[src/rtl/eth_crc32_par.sv]
// Parallel byte-enabled Ethernet CRC-32 engine: frames on sof/eof, emits the FCS
// (generate mode) or a residue verdict (check mode) one cycle after the eof beat.
module eth_crc32_par #(
    parameter int          DATA_W  = 32,
    parameter logic [31:0] POLY    = 32'h04C11DB7,
    parameter logic [31:0] INIT    = 32'hFFFFFFFF,
    parameter logic [31:0] RESIDUE = 32'hC704DD7B
) (
    input  logic                clk,
    input  logic                reset,
    input  logic                mode,
    input  logic                in_valid,
    input  logic                in_sof,
    input  logic                in_eof,
    input  logic [DATA_W-1:0]   in_data,
    input  logic [DATA_W/8-1:0] in_keep,
    output logic                out_valid,
    output logic [31:0]         out_fcs,
    output logic                out_ok,
    output logic [15:0]         out_len,
    output logic                proto_err
);

    localparam int NB = DATA_W / 8;
    localparam int CW = $clog2(NB + 1);

    typedef enum logic {
        IDLE,
        IN_FRAME
    } state_t;

    state_t        state_reg, state_next;
    logic [31:0]   crc_reg, crc_next;
    logic [15:0]   len_reg, len_next;
    logic          mode_reg, mode_next;

    logic          out_valid_reg;
    logic [31:0]   out_fcs_reg;
    logic          out_ok_reg;
    logic [15:0]   out_len_reg;
    logic          proto_err_reg;

    logic [31:0]   crc_base;
    logic [31:0]   beat_crc;
    logic [CW-1:0] beat_cnt;
    logic [15:0]   len_base;
    logic [16:0]   len_sum;
    logic [15:0]   beat_len;
    logic [31:0]   fcs_next;
    logic          ok_next;
    logic          done_next;
    logic          perr_next;

    // One byte through the MSB-first register, data bits taken LSB first.
    function automatic logic [31:0] crc_byte(input logic [31:0] c, input logic [7:0] d);
        logic [31:0] r;
        logic        fb;
        r = c;
        for (int i = 0; i < 8; i++) begin
            fb = r[31] ^ d[i];
            r  = {r[30:0], 1'b0} ^ (fb ? POLY : 32'h0);
        end
        return r;
    endfunction

    // A sof beat restarts from the preset so an abandoned frame never leaks in.
    assign crc_base = in_sof ? INIT : crc_reg;
    assign len_base = in_sof ? 16'h0000 : len_reg;

    always_comb begin
        beat_crc = crc_base;
        beat_cnt = '0;
        for (int k = 0; k < NB; k++) begin
            if (in_keep[k]) begin
                beat_crc = crc_byte(beat_crc, in_data[8*k +: 8]);
                beat_cnt = beat_cnt + CW'(1);
            end
        end
    end

    assign len_sum  = {1'b0, len_base} + 17'(beat_cnt);
    assign beat_len = len_sum[16] ? 16'hFFFF : len_sum[15:0];

    generate
        for (genvar gi = 0; gi < 32; gi++) begin : g_fcs_bit
            assign fcs_next[gi] = ~beat_crc[31-gi];
        end
    endgenerate

    // Mode comes from the live input on a sof beat so single-beat frames use it too.
    assign ok_next = (in_sof ? mode : mode_reg) && (beat_crc == RESIDUE);

    always_comb begin
        state_next = state_reg;
        crc_next   = crc_reg;
        len_next   = len_reg;
        mode_next  = mode_reg;
        done_next  = 1'b0;
        perr_next  = 1'b0;
        if (in_valid) begin
            if (in_sof) begin
                perr_next  = (state_reg == IN_FRAME);
                mode_next  = mode;
                crc_next   = beat_crc;
                len_next   = beat_len;
                done_next  = in_eof;
                state_next = in_eof ? IDLE : IN_FRAME;
            end else if (state_reg == IN_FRAME) begin
                crc_next   = beat_crc;
                len_next   = beat_len;
                done_next  = in_eof;
                state_next = in_eof ? IDLE : IN_FRAME;
            end else begin
                perr_next  = 1'b1;
            end
        end
    end

    always_ff @(posedge clk) begin
        if (reset) begin
            state_reg     <= IDLE;
            crc_reg       <= INIT;
            len_reg       <= 16'h0000;
            mode_reg      <= 1'b0;
            out_valid_reg <= 1'b0;
            out_fcs_reg   <= 32'h0;
            out_ok_reg    <= 1'b0;
            out_len_reg   <= 16'h0000;
            proto_err_reg <= 1'b0;
        end else begin
            state_reg     <= state_next;
            crc_reg       <= crc_next;
            len_reg       <= len_next;
            mode_reg      <= mode_next;
            out_valid_reg <= done_next;
            proto_err_reg <= perr_next;
            if (done_next) begin
                out_fcs_reg <= fcs_next;
                out_ok_reg  <= ok_next;
                out_len_reg <= beat_len;
            end
        end
    end

    assign out_valid = out_valid_reg;
    assign out_fcs   = out_fcs_reg;
    assign out_ok    = out_ok_reg;
    assign out_len   = out_len_reg;
    assign proto_err = proto_err_reg;

endmodule

[config.mk]
export PLATFORM = sky130hd
export DESIGN_NAME = eth_crc32_par
export DESIGN_NICKNAME = d
export VERILOG_FILES = /design/src/rtl/eth_crc32_par.sv
export SDC_FILE = /design/constraint.sdc
export NUM_CORES = 1
export LEC_CHECK = 0
export BUFFER_PORTS_ARGS = -buffer_cell sky130_fd_sc_hd__buf_2
export CORE_MARGIN = 8
export CORE_UTILIZATION = 35
export CTS_BUF_LIST = sky130_fd_sc_hd__clkbuf_8
export DETAILED_ROUTE_END_ITERATION = 8
export SETUP_SLACK_MARGIN = 0.1
export SLEW_MARGIN = 10
export SYNTH_ARGS = -nofsm -noshare
export SYNTH_HDL_FRONTEND = slang
export SYNTH_SLANG_ARGS = --single-unit
export TNS_END_PERCENT = 20
[constraint.sdc]
create_clock -name clk -period 11.8 [get_ports clk]
set_input_delay 0 -clock clk [delete_from_list [all_inputs] [get_ports clk]]
set_output_delay 0 -clock clk [all_outputs]
set_load 0.005 [all_outputs]
==> flow_summary_export.csv <==
group,metric,value,unit
status,status,"finished, final reports clean",
cts,cts_buffer_depth,2,
floorplanning,fp-row-count,64,
synth,syn_area,10700,µm²
critical_path,cp_max_fo,11,
cts,postCtsSetupBuffers,0,
cts,h-tree-depth,3,
floorplanning,die-area,36400,µm²
grt,overflow,0,
grt,grt_use_met3,3.18,%
critical_path,r2r-start,"crc_reg[30]",
timing,hold_violations,0,
synth,synth-edff-count,0,
synth,synth_nets,1375,
grt,grt_pass1_vias,9200,
cts,ctsRootBufferMaster,"clkbuf_8",
cts,cts_inserted_buffers,9,
critical_path,r2r-end,"out_ok",
synth,synth.distinct_cells,92,
floorplanning,start_util,35.2,%
timing,setup_viol,0,
routing,first_pass_iters,5,
critical_path,endpoint_kind,"register",
synth,synthTopCellsByArea,"dfxtp_1 (19%), xnor2_1 (15%), xnor3_1 (7.2%), nor2_1 (6.5%), xor2_1 (6.1%)",
cts,clock_latency,0.37,ns
min_path,hp-start,"reset",
grt,top_usage_layer,"met2",
floorplanning,die_h,191,µm
job,max_cap_viol_count,0,
synth,ys_seq_area_share,18.9,%
routing,wire_per_inst,20.3,µm
cts,cts_sinks,101,
timing,tightest_slew,1.11,ns
placed_design,place_congestion,0.952,
synth,synth_top_area_share,18.9,%
critical_path,arrival,7.29,ns
grt,grt_max_degree,102,
routing,drc_errors,0,
timing,fin_tns_setup,0,ns
synth,async_reset_ff_share,0,%
timing,finClkSkew,0.0106,ns
routing,route.vias.total,9665,
synth,synth-seq-cells,101,
synth,synth_top_flop_cell,"dfxtp_1",
cts,cts_tree,"built",
min_path,holdPathEnd,"out_fcs[0]",
timing,fmax,143,MHz
min_path,hold_path_depth,2,
routing,routed_wirelength,35.7,mm
synth,synth_warnings,0,
synth,synthCells,1325,
critical_path,critPathLaunch,"crc_reg[30]",
timing,drv_slew,0,
synth,yosysTopAreaCell,"dfxtp_1",
grt,antenna_found_initial,0,
critical_path,cp-start-kind,"register",
critical_path,crit_required,12.10,ns
grt,grt_pass1_wl,53.8,mm
critical_path,criticalPathCategory,"register to register",
grt,grtUsageMet2,31.1,%
cells_and_area,diodes,0,
critical_path,reg2reg_depth,17,
cts,cts.reportedPaths.clkPinSlew,0.10,ns
routing,postRouteAntennaNets,0,
grt,grt_util_met1,25.3,%
placed_design,dp_hpwl,27.6,mm
floorplanning,io_pins,93,
cells_and_area,num-nets-final,1402,
min_path,hp-class,"input port to register",
timing,rsz0062_at_grt,"false",
grt,grt_util_all_layers,19.0,%
placed_design,numPortBuffers,92,
critical_path,regToRegSetupSlack,4.81,ns
floorplanning,die_width,191,µm
timing,slew_headroom,25.7,%
routing,via_per_inst,5.51,
timing,finalCriticalPeriod,6.99,ns
floorplanning,core-area,30300,µm²
cells_and_area,drive_gt1_share,13.0,%
timing,finalCritPeriodShare,59.2,%
routing,drt_iter0_markers,977,
synth,synth_area_per_cell,8.07,µm²
cells_and_area,area_growth,8.67,%
worst max path at each step:
| stage | end | slack [ns] | cells past startpoint |
|---|---|---|---|
| after detailed placement | out_ok | 4.73 | 19 |
| after CTS | out_ok | 4.94 | 17 |
| after floorplan | out_ok | 6.32 | 19 |
| after global placement | out_ok | 4.78 | 19 |
| after global routing | out_ok | 4.51 | 17 |
| final | out_ok | 4.81 | 17 |
cells in the final DEF (no fill, tap or decap), types with 13 or more instances in the layout:
| master | count |
|---|---|
| a211o_1 | 30 |
| a211oi_1 | 38 |
| a21oi_1 | 103 |
| buf_2 | 91 |
| dfxtp_1 | 101 |
| mux2i_1 | 33 |
| nand2_1 | 106 |
| nand3_1 | 20 |
| nand3b_1 | 16 |
| nor2_1 | 185 |
| nor3_1 | 44 |
| o21ai_0 | 33 |
| or3_1 | 13 |
| xnor2_1 | 180 |
| xnor3_1 | 34 |
| xor2_1 | 74 |
per-layer routing:
layer  vias to the layer above  wire [µm]
met2                       390      16500
met1                      4528      15400
met3                        51       2700
met4                         0       1000
li1                       4696          -
met5                         -          0
metrics by stage:
step           utilization, %  setup WS, ns  area, µm²  hold WS [ns]  std cells
6_report                 38.3          4.81      11600         0.256       1753
5_1_grt                  38.3          4.51      11600         0.290       1753
4_1_cts                  38.3          4.94      11600         0.253       1753
3_5_place_dp             37.4          4.73      11300         0.266       1732
3_3_place_gp             37.4          4.78      11300         0.257       1732
2_1_floorplan               -          6.32      10700        0.0842       1325
cell families (layout without fill, tap and decap cells):
group	after synthesis	count (layout)	synth area share, %
adder cells (fa/ha/maj)	8	8	1.01
AND/OR/NAND/NOR	454	454	19.8
XOR/XNOR	309	309	32.0
AO/OA/AOI/OAI	304	304	19.4
buffers and inverters	103	135	4.18
multiplexers	46	46	4.64
flip-flops	101	101	18.9
critical path, stage by stage (launching register included):
cell and delay, ns:
dfxtp_1 0.75, xnor2_1 0.25, nor3_1 0.11, nor4_1 0.74, o311ai_1 0.27, a2111o_1 0.44, o221ai_2 0.16, xor2_2 0.48
xor2_1 0.19, xnor2_2 0.49, xnor3_1 0.45, mux2i_4 0.33, xnor3_1 0.45, xor2_2 0.40, xnor2_1 0.12, mux2i_1 0.50
or4b_1 0.50, o31ai_2 0.24
synthesized netlist by cell type, types with 3 or more instances:
cell type / count
a31oi_1: 10
or4_1: 3
xor2_1: 74
a311o_1: 4
nand3_1: 20
nor2b_1: 8
clkbuf_1: 54
and3_1: 3
mux2_2: 9
a211oi_1: 38
o21ai_1: 8
o211ai_1: 10
xnor3_1: 34
buf_4: 4
or3_1: 13
xnor2_2: 6
o21ai_0: 33
o22ai_1: 11
buf_2: 17
buf_1: 12
nor3_1: 44
xor3_1: 5
a211o_1: 30
a21oi_1: 104
nand2_1: 106
ha_1: 7
nor3b_1: 6
nand4_1: 10
xor2_2: 5
xnor2_1: 180
a311oi_1: 6
a21o_1: 3
dfxtp_1: 101
nand3b_1: 16
inv_1: 10
o21a_1: 9
or2_2: 3
nand2b_1: 11
mux2i_1: 33
and2_1: 9
buf_6: 3
o21bai_1: 3
nor2_1: 185
xnor2_4: 3
nor4_1: 4
cell type report:
type / instances / area (µm²)
Fill cell: 3100 / 18700
Multi-Input combinational cell: 1121 / 8250
Sequential cell: 101 / 2020
Timing Repair Buffer: 107 / 588
Tap cell: 396 / 495
Clock buffer: 10 / 138
Clock inverter: 6 / 86.3
Inverter: 12 / 45.0
what timing repair did:
| item | 4_1_cts | 5_1_grt |
|---|---|---|
| hold buffers | 5 | 0 |
| gates resized for setup | 0 | 0 |
| endpoints found under the hold margin | 3 | 0 |
Power is left out: the tool's default activity adds up to more than one toggle a clock period on the data nets, which glitch-free logic cannot reach.
